--- src/rtl/rs_issue_scheduler.sv ---
// Reservation-station issue scheduler: picks a ready slot plus a free FU and holds the issue until accepted.
// Define RS_AGE_ARB_EN to arbitrate by lowest tag; otherwise the lowest-index ready slot wins.
module rs_issue_scheduler #(
  parameter int NUM_SLOTS = 8,
  parameter int NUM_FU    = 4,
  parameter int TAG_WIDTH = 8
) (
  input  logic                           clk,
  input  logic                           rst_n,
  input  logic                           alloc_valid,
  input  logic [TAG_WIDTH-1:0]           alloc_tag,
  output logic                           alloc_ready,
  output logic [$clog2(NUM_SLOTS)-1:0]   alloc_slot,
  input  logic [NUM_SLOTS-1:0]           slot_rdy,
  input  logic [NUM_FU-1:0]              fu_done,
  input  logic                           flush,
  output logic                           issue_valid,
  input  logic                           issue_ready,
  output logic [$clog2(NUM_SLOTS)-1:0]   issue_slot,
  output logic [$clog2(NUM_FU)-1:0]      issue_fu,
  output logic [TAG_WIDTH-1:0]           issue_tag,
  output logic [$clog2(NUM_SLOTS+1)-1:0] occ_count
);
  localparam int SW = $clog2(NUM_SLOTS);
  localparam int FW = $clog2(NUM_FU);
  localparam int CW = $clog2(NUM_SLOTS+1);

  typedef enum logic {EMPTY, HOLD} state_t;

  state_t                 state_q, state_d;
  logic [NUM_SLOTS-1:0]   occ_q, occ_d, pend_q, pend_d;
  logic [TAG_WIDTH-1:0]   tag_q [NUM_SLOTS];
  logic [TAG_WIDTH-1:0]   tag_d [NUM_SLOTS];
  logic [NUM_FU-1:0]      busy_q, busy_d;
  logic [SW-1:0]          issue_slot_q, issue_slot_d;
  logic [FW-1:0]          issue_fu_q, issue_fu_d;
  logic [TAG_WIDTH-1:0]   issue_tag_q, issue_tag_d;
  logic [CW-1:0]          occ_count_q, occ_count_d;

  logic [NUM_SLOTS-1:0]   cand;
  logic                   cand_found, take;
  logic [SW-1:0]          cand_idx;
  logic [TAG_WIDTH-1:0]   cand_tag;
  logic                   fu_found;
  logic [FW-1:0]          fu_idx;
  logic                   handshake, load;

  always_comb begin
    alloc_ready = |(~occ_q);
    alloc_slot  = '0;
    for (int i = NUM_SLOTS-1; i >= 0; i--) begin
      if (!occ_q[i]) alloc_slot = SW'(i);
    end
  end

  always_comb begin
    cand       = occ_q & slot_rdy & ~pend_q;
    cand_found = 1'b0;
    cand_idx   = '0;
    cand_tag   = '0;
    take       = 1'b0;
    for (int i = 0; i < NUM_SLOTS; i++) begin
      take = cand[i] && !cand_found;
`ifdef RS_AGE_ARB_EN
      // Strict less-than keeps ties with the lower index already chosen.
      take = take || (cand[i] && cand_found && (tag_q[i] < cand_tag));
`endif
      if (take) begin
        cand_found = 1'b1;
        cand_idx   = SW'(i);
        cand_tag   = tag_q[i];
      end
    end
  end

  always_comb begin
    fu_found = 1'b0;
    fu_idx   = '0;
    for (int k = NUM_FU-1; k >= 0; k--) begin
      if (!busy_q[k]) begin
        fu_found = 1'b1;
        fu_idx   = FW'(k);
      end
    end
  end

  always_comb begin
    state_d      = state_q;
    occ_d        = occ_q;
    pend_d       = pend_q;
    tag_d        = tag_q;
    busy_d       = busy_q & ~fu_done;
    issue_slot_d = issue_slot_q;
    issue_fu_d   = issue_fu_q;
    issue_tag_d  = issue_tag_q;
    handshake    = (state_q == HOLD) && issue_ready;
    load         = ((state_q == EMPTY) || handshake) && cand_found && fu_found && !flush;
    if (flush) begin
      occ_d   = '0;
      pend_d  = '0;
      state_d = EMPTY;
    end else begin
      if (handshake) begin
        occ_d[issue_slot_q]  = 1'b0;
        pend_d[issue_slot_q] = 1'b0;
      end
      if (alloc_valid && alloc_ready) begin
        occ_d[alloc_slot]  = 1'b1;
        pend_d[alloc_slot] = 1'b0;
        tag_d[alloc_slot]  = alloc_tag;
      end
      if ((state_q == EMPTY) || handshake) begin
        if (load) begin
          pend_d[cand_idx] = 1'b1;
          busy_d[fu_idx]   = 1'b1;
          issue_slot_d     = cand_idx;
          issue_fu_d       = fu_idx;
          issue_tag_d      = cand_tag;
          state_d          = HOLD;
        end else begin
          state_d = EMPTY;
        end
      end
    end
    occ_count_d = '0;
    for (int i = 0; i < NUM_SLOTS; i++) begin
      occ_count_d = occ_count_d + CW'(occ_d[i]);
    end
  end

  always_ff @(posedge clk or negedge rst_n) begin
    if (!rst_n) begin
      state_q      <= EMPTY;
      occ_q        <= '0;
      pend_q       <= '0;
      busy_q       <= '0;
      tag_q        <= '{default: '0};
      issue_slot_q <= '0;
      issue_fu_q   <= '0;
      issue_tag_q  <= '0;
      occ_count_q  <= '0;
    end else begin
      state_q      <= state_d;
      occ_q        <= occ_d;
      pend_q       <= pend_d;
      busy_q       <= busy_d;
      tag_q        <= tag_d;
      issue_slot_q <= issue_slot_d;
      issue_fu_q   <= issue_fu_d;
      issue_tag_q  <= issue_tag_d;
      occ_count_q  <= occ_count_d;
    end
  end

  assign issue_valid = (state_q == HOLD);
  assign issue_slot  = issue_slot_q;
  assign issue_fu    = issue_fu_q;
  assign issue_tag   = issue_tag_q;
  assign occ_count   = occ_count_q;
endmodule

--- config.mk ---
export PLATFORM = sky130hd
export DESIGN_NAME = rs_issue_scheduler
export DESIGN_NICKNAME = d
export VERILOG_FILES = /design/src/rtl/rs_issue_scheduler.sv
export SDC_FILE = /design/constraint.sdc
export NUM_CORES = 1
export LEC_CHECK = 0
export CORE_ASPECT_RATIO = 0.5
export CORE_UTILIZATION = 40
export CTS_CLUSTER_SIZE = 30
export DETAILED_ROUTE_END_ITERATION = 8
export PLACE_DENSITY_LB_ADDON = 0.3
export REMOVE_ABC_BUFFERS = 1
export SLEW_MARGIN = 20
export SYNTH_ARGS = -nofsm -noshare
export SYNTH_HDL_FRONTEND = slang
export SYNTH_SLANG_ARGS = --single-unit
--- constraint.sdc ---
create_clock -name clk -period 7.25 [get_ports clk]
set_clock_uncertainty 0.1 [all_clocks]
set_input_delay 2.175 -clock clk [delete_from_list [all_inputs] [get_ports clk]]
set_output_delay 2.175 -clock clk [all_outputs]
set_load 0.02 [all_outputs]
==> summary.md, run 1 <==
| Metric | Value |
|---|---|
| Setup Buffers After CTS | 0 |
| Worst slew pin tran | 903 ps |
| Relative slew margins | 0.395 |
| First-pass detailed-route iteration total | 4 |
| Slew Limit Fails | 0 |
| Clock root buffer | clkbuf_16 |
| Fin. Hold Viols | 0 |
| Die X | 160 um |
| Power per cell area | 226 nW/um^2 |
| Post-cts resize count | 0 |
| WL per Instance | 17.6 um |
| DR vias | 3645 |
| Hold WC Path Type | flop to flop |
| Final setup violation count | 0 |
| Final period demand of the worst path | 5880 ps |
| Die height | 80.8 um |
| Startpoint Class | input port |
| Seq/Total Area, Yosys | 0.514 |
| Final nets | 533 |
| Die footprint | 12900 um^2 |
| Clock sinks | 102 |
| Worst-skew pair later-pin latency | 350 ps |
| Layout cells sized above 1 | 0.196 |
| Post-synthesis simple-gate area fraction | 0.149 |
| Most frequent cells after synthesis | 102 x dfrtp_1, 64 x mux2_2, 50 x a21oi_1 |
| GPL Wtd Cong | 0.885 |
| Antenna violation net count after detailed routing | 0 |
| Largest area contributor in the netlist | dfrtp_1 |
| CTS tree | yes |
| Largest family of logic cells by synthesized area | multiplexers |
| Top cells by area, synth | dfrtp_1 51%, mux2_2 15%, a21oi_1 5.0% |
| Post-Place Worst Slack | 1020 ps |
| Worst-path clk slew | 70 ps |
| EDFF count, synth | 0 |
| Post-synthesis mux area share | 0.149 |
| Count leader, synth | dfrtp_1 |
| Num CTS Buffers | 9 |
| Post-Syn Area | 4960 um^2 |
| Mean post-synth cell area | 10.9 um^2 |
| Largest net degree at the start of global routing | 62 |
| CP max FO | 13 |
| Overall Global Routing Usage | 0.197 |
| Post-Synth XOR/XNOR Area | 0.00177 |
| Arrival time at the worst endpoint | 6010 ps |
| MaxCap Viol Count | 0 |
| Adder-cell area share of the yosys netlist | 0.0237 |
| RSZ-0062 raised after global routing | no |
| Final WL | 11800 um |
| Worst Hold Slack | 385 ps |
| Slowest-stage cell, CP | clkdlybuf4s50_1 |
| Tcrit/Tclk final | 0.811 |
| Initial antenna violation count | 0 |
| Clock Tree Buf Depth | 2 |
| Status | finished clean |
| Ys async rst share | 1.00 |
| Flops & latches, synth | 102 |
| CP required | 7380 ps |
| Setup TNS Final | 0 ps |
| H-tree Lvls | 3 |
| Critical path class | input port to flop |
| Synth Warn # | 0 |
| Cell Chain, Critical Path | clkdlybuf4s50_1 > inv_1 > nand2_1 > nor3b_2 > buf_4 > a21o_1 > fa_1 > inv_1 > fa_1 > inv_1 > fa_1 > ha_1 > inv_1 > fa_1 > xnor2_1 |
| Drt first-iter violations | 248 |
| # IOs | 47 |
| Antenna fix cells | 0 |
| Post-synthesis cell type count | 49 |
| I/O Buffers | 46 |
| DPL Wire Length | 8750 um |
| Post-layout power | 0.00132 W |
| Via-to-Cell Ratio | 5.44 |
| Post-CTS Hold Fix Bufs | 0 |
| Row count | 28 |
| First-pass GRT wire length | 19200 um |
| Final WS setup | 1370 ps |
| Post-Synthesis Cells | 456 |
| Post-synth top area share | 0.514 |
| Drc violations | 0 |
| Post-synthesis compound-gate area fraction | 0.134 |
| Starting Density | 0.415 |
| Core area | 11900 um^2 |
| Worst vdd ir | 0.113 mV |
| Leakage power | 2.63 nW |
| Area Overhead vs Synth | 17.8% |
| Max Clock Freq | 0.170 GHz |
| Biggest cell delay along the critical path | 770 ps |
| Crit end category | flop |
| Most used DFF post-synth | dfrtp_1 |
| Grt total ovfl | 0 |
| Vias in the first global route | 3604 |
## final timing paths
path,startpoint,end,slack [ps],cells past startpoint
hold reg to reg,issue_fu[1],issue_fu[1],380,2
setup reg to reg,occ_q[0],occ_count[2],3530,11
setup / recovery,flush,occ_count[2],1370,15
min in group asynchronous,rst_n,tag_q[60],1800,1
hold / removal,issue_fu[1],issue_fu[1],380,2
max in group asynchronous,rst_n,occ_count[3],4220,2
## worst max-delay path: cells and delay by family
| family | cells | cell delay (ps) |
|---|---|---|
| fa+ha+maj | 5 | 1950 |
| buf+inv | 6 | 1270 |
| simple gates | 2 | 300 |
| compound gates | 1 | 190 |
| xor+xnor | 1 | 130 |
## registers in the layout, summed over array words and instances (netlist names)
| name | cells |
|---|---|
| tag_q | 64 |
| issue_tag | 8 |
| occ_q | 8 |
| pend_q | 8 |
| busy_q | 4 |
| occ_count | 4 |
| issue_slot | 3 |
| issue_fu | 2 |
| issue_valid | 1 |
## cells by family after synthesis
| logic type | Yosys count |
|---|---|
| flops | 102 |
| xor+xnor | 1 |
| compound gates | 110 |
| buf+inv | 31 |
| simple gates | 139 |
| fa+ha+maj | 7 |
| mux | 66 |
## cell type report
type / count / area [um^2]
sequential: 102 / 2550
fill: 1100 / 6100
inverter: 16 / 60.1
timing repair buffer: 49 / 480
clock buffer: 11 / 243
multi-input combinational: 323 / 2270
clock inverter: 4 / 32.5
tap: 165 / 206
## power breakdown
part / switching [W] / internal [W] / leakage, nW
logic: 0.000107 / 0.0000961 / 1.15
clock network: 0.000212 / 0.000242 / 0.128
registers: 0.0000380 / 0.000624 / 1.35
## routing by layer
metal | vias to the layer above | GRT usage | wire length [um]
met5 | - | 0 | 0
met4 | 0 | 0.0404 | 64
met3 | 7 | 0.0536 | 470
met2 | 58 | 0.319 | 5370
met1 | 1851 | 0.268 | 5860
li1 | 1729 | - | -
## cell usage in the layout, fill, tap and decap left out, types with 3 or more instances in the layout
master | netlist | layout
and2_1 | 3 | 3
nand3_1 | 20 | 20
buf_4 | 4 | 4
fa_1 | 4 | 4
o211ai_1 | 5 | 5
clkbuf_16 | 0 | 9
ha_1 | 3 | 3
nor2_1 | 38 | 38
o22ai_1 | 3 | 3
mux2_2 | 64 | 64
and3b_1 | 7 | 7
nand3b_1 | 8 | 8
and3_1 | 4 | 4
a21oi_1 | 50 | 50
o21ai_0 | 18 | 18
a21o_1 | 4 | 4
clkdlybuf4s50_1 | 0 | 45
nand2_1 | 34 | 34
nor2b_1 | 5 | 5
a31oi_1 | 7 | 7
nor3_2 | 3 | 3
a22o_1 | 5 | 5
nor3_1 | 5 | 5
inv_1 | 15 | 15
dfrtp_1 | 102 | 102
## stage by stage
stage / cell area [um^2] / instances / utilization
after floorplan: 4880 / 441 / -
after global placement: 5570 / 655 / 0.466
after detailed placement: 5570 / 655 / 0.466
after CTS: 5850 / 670 / 0.489
after global routing: 5850 / 670 / 0.489
final: 5850 / 670 / 0.489
Note: power is estimated with default switching activity, not from simulation.
==> run 2: changes to the inputs <==
Clock period 7.25 ns to 4.9 ns, I/O delays scaled along.
==> summary.md, run 2 (synthesis gave the netlist of run 1 again) <==
| Metric | Value |
|---|---|
| Relative slew margins | 0.373 |
| Hold EP | issue_fu[1] |
| Fin. Hold Viols | 0 |
| Area Overhead vs Synth | 20.1% |
| Setup TNS Final | 0 ps |
| Switching share of total power | 0.270 |
| Starting Density | 0.415 |
| Overall Global Routing Usage | 0.202 |
| Grt total ovfl | 0 |
| GPL Wtd Cong | 0.919 |
| Clk pwr share | 0.344 |
| Largest net degree at the start of global routing | 74 |
| CP max FO | 4 |
| Most frequent cells in the layout | 102 x dfrtp_1, 64 x mux2_2, 50 x a21oi_1 |
| WL per Instance | 17.6 um |
| Antenna violation net count after detailed routing | 0 |
| Final nets | 548 |
| Critical path class | input port to flop |
| CP required | 5030 ps |
| Final WS setup | 229 ps |
| Leakage power | 2.71 nW |
| Worst reg-to-reg setup slack | 1360 ps |
| Antenna fix cells | 0 |
| Clock sinks | 102 |
| Min-delay src | issue_fu[1] |
| Post-cts resize count | 0 |
| Placed cell area | 5680 um^2 |
| Seq pwr share | 0.499 |
| Status | finished clean |
| Layout cells sized above 1 | 0.219 |
| Clock Tree Buf Depth | 2 |
| Crit end category | flop |
| Cell Chain, Critical Path | clkdlybuf4s50_1 > and3_1 > a21oi_1 > a21o_1 > fa_1 > inv_1 > fa_1 > inv_1 > fa_1 > ha_1 > inv_1 > fa_1 > xnor2_1 |
| Final WL | 12100 um |
| DPL Wire Length | 8790 um |
| Biggest cell delay along the critical path | 510 ps |
| MaxCap Viol Count | 0 |
| Worst-path clk slew | 70 ps |
| First-pass detailed-route iteration total | 5 |
| Net Sw Power | 0.000531 W |
| DR vias | 3754 |
| Post-Layout Cell Count | 686 |
| Post-Route Utilization | 0.499 |
| Post-CTS Hold Fix Bufs | 0 |
| Final setup violation count | 0 |
| Die footprint | 12900 um^2 |
| # IOs | 47 |
| Die height | 80.8 um |
| Met1 GRT Util | 0.279 |
| CTS tree | yes |
| Worst vdd ir | 0.169 mV |
| Arrival time at the worst endpoint | 4800 ps |
| Reg-to-Reg Start | occ_q[0] |
| R2R depth | 12 |
| Hold Path Depth | 2 |
| Max Clock Freq | 0.214 GHz |
| Core area | 11900 um^2 |
| Die X | 160 um |
| Most Crowded Layer GR | met2 |
| Cell internal pwr | 0.00143 W |
| Drc violations | 0 |
| Clock root buffer | clkbuf_16 |
| Initial antenna violation count | 0 |
| Commonest non-fill, non-tap cell in the layout | dfrtp_1 |
| Via-to-Cell Ratio | 5.47 |
| First-pass GRT wire length | 19900 um |
| Row count | 28 |
| Post-Place Worst Slack | -146 ps |
| Max FFs per register | 64 |
| Reg-to-Reg End | occ_count[1] |
| Post-route cell area | 5960 um^2 |
| Combinational fraction of design power | 0.157 |
| H-tree Lvls | 3 |
| Worst path most repeated cell | fa_1 |
| Slowest-stage cell, CP | fa_1 |
| Startpoint Class | input port |
| GR Layer Usage met3 | 0.0409 |
| Final period demand of the worst path | 4670 ps |
| Vias in the first global route | 3714 |
| Hold WC Path Type | flop to flop |
| Worst-skew pair later-pin latency | 350 ps |
| I/O Buffers | 46 |
| Drt first-iter violations | 279 |
| Met2 Use GR | 0.326 |
| Tcrit/Tclk final | 0.953 |
| Slew Limit Fails | 0 |
| Num CTS Buffers | 9 |
| RSZ-0062 raised after global routing | no |
| Worst slew pin tran | 941 ps |
| Power per cell area | 329 nW/um^2 |
| Placed Cells incl. Taps | 670 |
| Setup Buffers After CTS | 0 |
| Reg with most FFs | tag_q |
[run 2: changes by cell type in the layout (fill, tap and decap cells not counted)]
| cell | delta |
|---|---|
| clkbuf_1 | +1 |
| buf_4 | +15 |
| clkinv_4 | +1 |
| inv_6 | -1 |
[run 2: through the flow]
| step | power (W) | hold WS, ps |
|---|---|---|
| floorplan | 0.00114 | 372 |
| global placement | 0.00130 | 361 |
| detailed placement | 0.00131 | 374 |
| CTS | 0.00198 | 389 |
| global route | 0.00205 | 400 |
| finish | 0.00196 | 386 |
[run 2: worst max path at each step]
stage / from / end / slack, ps / cells after the start
floorplan: flush / occ_count[1] / 380 / 13
global placement: issue_ready / occ_count[2] / -90 / 13
detailed placement: issue_ready / occ_count[2] / -150 / 13
CTS: issue_ready / occ_count[2] / 250 / 13
global route: issue_ready / occ_count[2] / 70 / 13
finish: issue_ready / occ_count[2] / 230 / 13
[run 2: worst max-delay path: cells and delay by family]
| kind | cells | cell delay [ps] |
|---|---|---|
| adders and majority gates | 5 | 1980 |
| AOI/OAI and AO/OA | 2 | 330 |
| xor gates and xnor gates | 1 | 140 |
| buffers and inverters | 4 | 650 |
| and+or+nand+nor | 1 | 230 |
[run 2: area by class of cell]
cell class / instances / area (um^2)
well taps: 165 / 206
clock buffers: 12 / 246
multi-input cells: 323 / 2270
clock inverters: 4 / 32.5
repair buffers: 64 / 593
flip-flops and latches: 102 / 2550
inverters: 16 / 60.1
fillers: 1070 / 5980
[run 2: routing by layer]
layer,vias up,routed length [um]
li1,1765,-
met1,1894,5790
met2,84,5600
met3,11,544
met4,0,119
met5,-,0
[run 2: power groups by stage]
stage	clock, W	combinational (W)	sequential, W
6_report	0.000676	0.000308	0.000979
2_1_floorplan	0	0.000127	0.00102
3_3_place_gp	0	0.000305	0.000992
3_5_place_dp	0	0.000311	0.000994
4_1_cts	0.000690	0.000312	0.000979
5_1_grt	0.000725	0.000338	0.000990
==> run 3: changes to the inputs <==
Clock period 4.9 ns to 3.9 ns, I/O delays scaled along.
==> summary.md, run 3 (synthesis gave the netlist of run 1 again) <==
| Metric | Value |
|---|---|
| Initial antenna violation count | 0 |
| DPL Wire Length | 8960 um |
| MaxCap Viol Count | 0 |
| Crit end category | flop |
| Drt first-iter violations | 245 |
| Status | finished clean |
| GPL Wtd Cong | 0.890 |
| Overall Global Routing Usage | 0.202 |
| Num CTS Buffers | 9 |
| Worst-path clk slew | 70 ps |
| Max Clock Freq | 0.258 GHz |
| Arrival time at the worst endpoint | 4030 ps |
| H-tree Lvls | 3 |
| Core area | 11900 um^2 |
| Die X | 160 um |
| Startpoint Class | input port |
| Clk pwr share | 0.369 |
| Largest net degree at the start of global routing | 48 |
| Clock Tree Buf Depth | 2 |
| Worst Hold Slack | 384 ps |
| CTS tree | yes |
| Die height | 80.8 um |
| Reg with most FFs | tag_q |
| Via-to-Cell Ratio | 5.52 |
| Hold WC Path Type | flop to flop |
| Slew Limit Fails | 0 |
| Post-Layout Cell Count | 697 |
| RSZ-0062 raised after global routing | yes |
| Commonest non-fill, non-tap cell in the layout | dfrtp_1 |
| Switching share of total power | 0.271 |
| Combinational fraction of design power | 0.153 |
| Worst-skew pair later-pin latency | 350 ps |
| Final period demand of the worst path | 3880 ps |
| Antenna violation net count after detailed routing | 0 |
| Critical path class | input port to flop |
| # IOs | 47 |
| Post-Route Utilization | 0.511 |
| Clock sinks | 102 |
| Drc violations | 0 |
| Post-layout power | 0.00258 W |
| Net Sw Power | 0.000698 W |
| Final WL | 12300 um |
| Setup TNS Final | 0 ps |
| Fin. Hold Viols | 0 |
| Max FFs per register | 64 |
| Power per cell area | 422 nW/um^2 |
| Relative slew margins | 0.527 |
| Seq pwr share | 0.477 |
| First-pass GRT wire length | 20000 um |
| First-pass detailed-route iteration total | 6 |
| Fill cells | 1060 |
| Most frequent cells in the layout | 102 x dfrtp_1, 64 x mux2_2, 48 x a21oi_1 |
| Worst slew pin tran | 706 ps |
| Leakage power | 2.79 nW |
| WL per Instance | 17.7 um |
| CP max FO | 3 |
| Placed Cells incl. Taps | 679 |
| Clock root buffer | clkbuf_16 |
| Starting Density | 0.415 |
| Grt total ovfl | 0 |
| Area Overhead vs Synth | 23.1% |
| Antenna fix cells | 0 |
| CP required | 4050 ps |
| Row count | 28 |
| Worst vdd ir | 0.281 mV |
| Cell internal pwr | 0.00188 W |
| Die footprint | 12900 um^2 |
| Vias in the first global route | 3813 |
| Layout cells sized above 1 | 0.259 |
| Final nets | 559 |
| Post-CTS Hold Fix Bufs | 0 |
| I/O Buffers | 46 |
| Final setup violation count | 0 |
| Tcrit/Tclk final | 0.996 |
| DR vias | 3845 |
-- run 3: changes by cell type in the layout (fill, tap and decap cells not counted), moves of 2 or more --
cell | previous run | this run
inv_8 | 0 | 2
inv_1 | 15 | 13
a21oi_1 | 50 | 48
clkbuf_1 | 2 | 0
buf_2 | 0 | 2
clkdlybuf4s50_1 | 45 | 42
buf_4 | 19 | 29
inv_2 | 1 | 3
-- run 3: per-layer routing --
layer	GRT usage	vias to the layer above	share of wire
met5	0	-	0
li1	-	1783	-
met3	0.0460	17	0.046
met1	0.267	1946	0.47
met2	0.335	99	0.46
met4	0.0587	0	0.016
-- run 3: critical path: stages --
cell     delay, ps
buf_8           80
and3_4         200
a21oi_4         60
a21o_1         200
fa_1           510
inv_1           50
fa_1           470
inv_1           50
fa_1           480
ha_2           180
inv_2           40
fa_2           510
inv_1           40
-- run 3: area by class of cell --
type / count / area (um^2) / area share
Clock buffer: 10 / 239 / 0.0391
Tap cell: 165 / 206 / 0.0338
Clock inverter: 6 / 77.6 / 0.0127
Multi-Input combinational cell: 323 / 2300 / 0.376
Inverter: 16 / 60.1 / 0.00983
Sequential cell: 102 / 2550 / 0.418
Timing Repair Buffer: 75 / 674 / 0.110
-- run 3: worst paths after layout --
kind	startpoint	endpoint	slack [ps]	cells after the start
setup reg to reg	issue_slot[1]	occ_count[1]	240	12
hold / removal	issue_fu[1]	issue_fu[1]	380	2
setup / recovery	issue_ready	occ_count[1]	20	13
min in group asynchronous	rst_n	tag_q[60]	720	1
max in group asynchronous	rst_n	pend_q[3]	2150	2
hold reg to reg	issue_fu[1]	issue_fu[1]	380	2
-- run 3: power by group through the flow --
stage	clock network [W]	logic (W)	registers [W]
final	0.000951	0.000395	0.00123
after global routing	0.00101	0.000432	0.00124
after CTS	0.000965	0.000396	0.00123
after detailed placement	0	0.000393	0.00125
after global placement	0	0.000387	0.00124
after floorplan	0	0.000160	0.00128
-- run 3: stage by stage --
step	cell area, um^2	setup WS (ps)
6_report	6110	17.5
5_1_grt	6110	-45.5
4_1_cts	6080	-7.76
3_5_place_dp	5750	-855
3_3_place_gp	5750	-770
2_1_floorplan	4880	-316
-- run 3: timing repair --
action	in CTS	in global routing
setup endpoints to repair	3	2
pin swaps	6	3
resized for setup	19	5
setup buffers	1	1
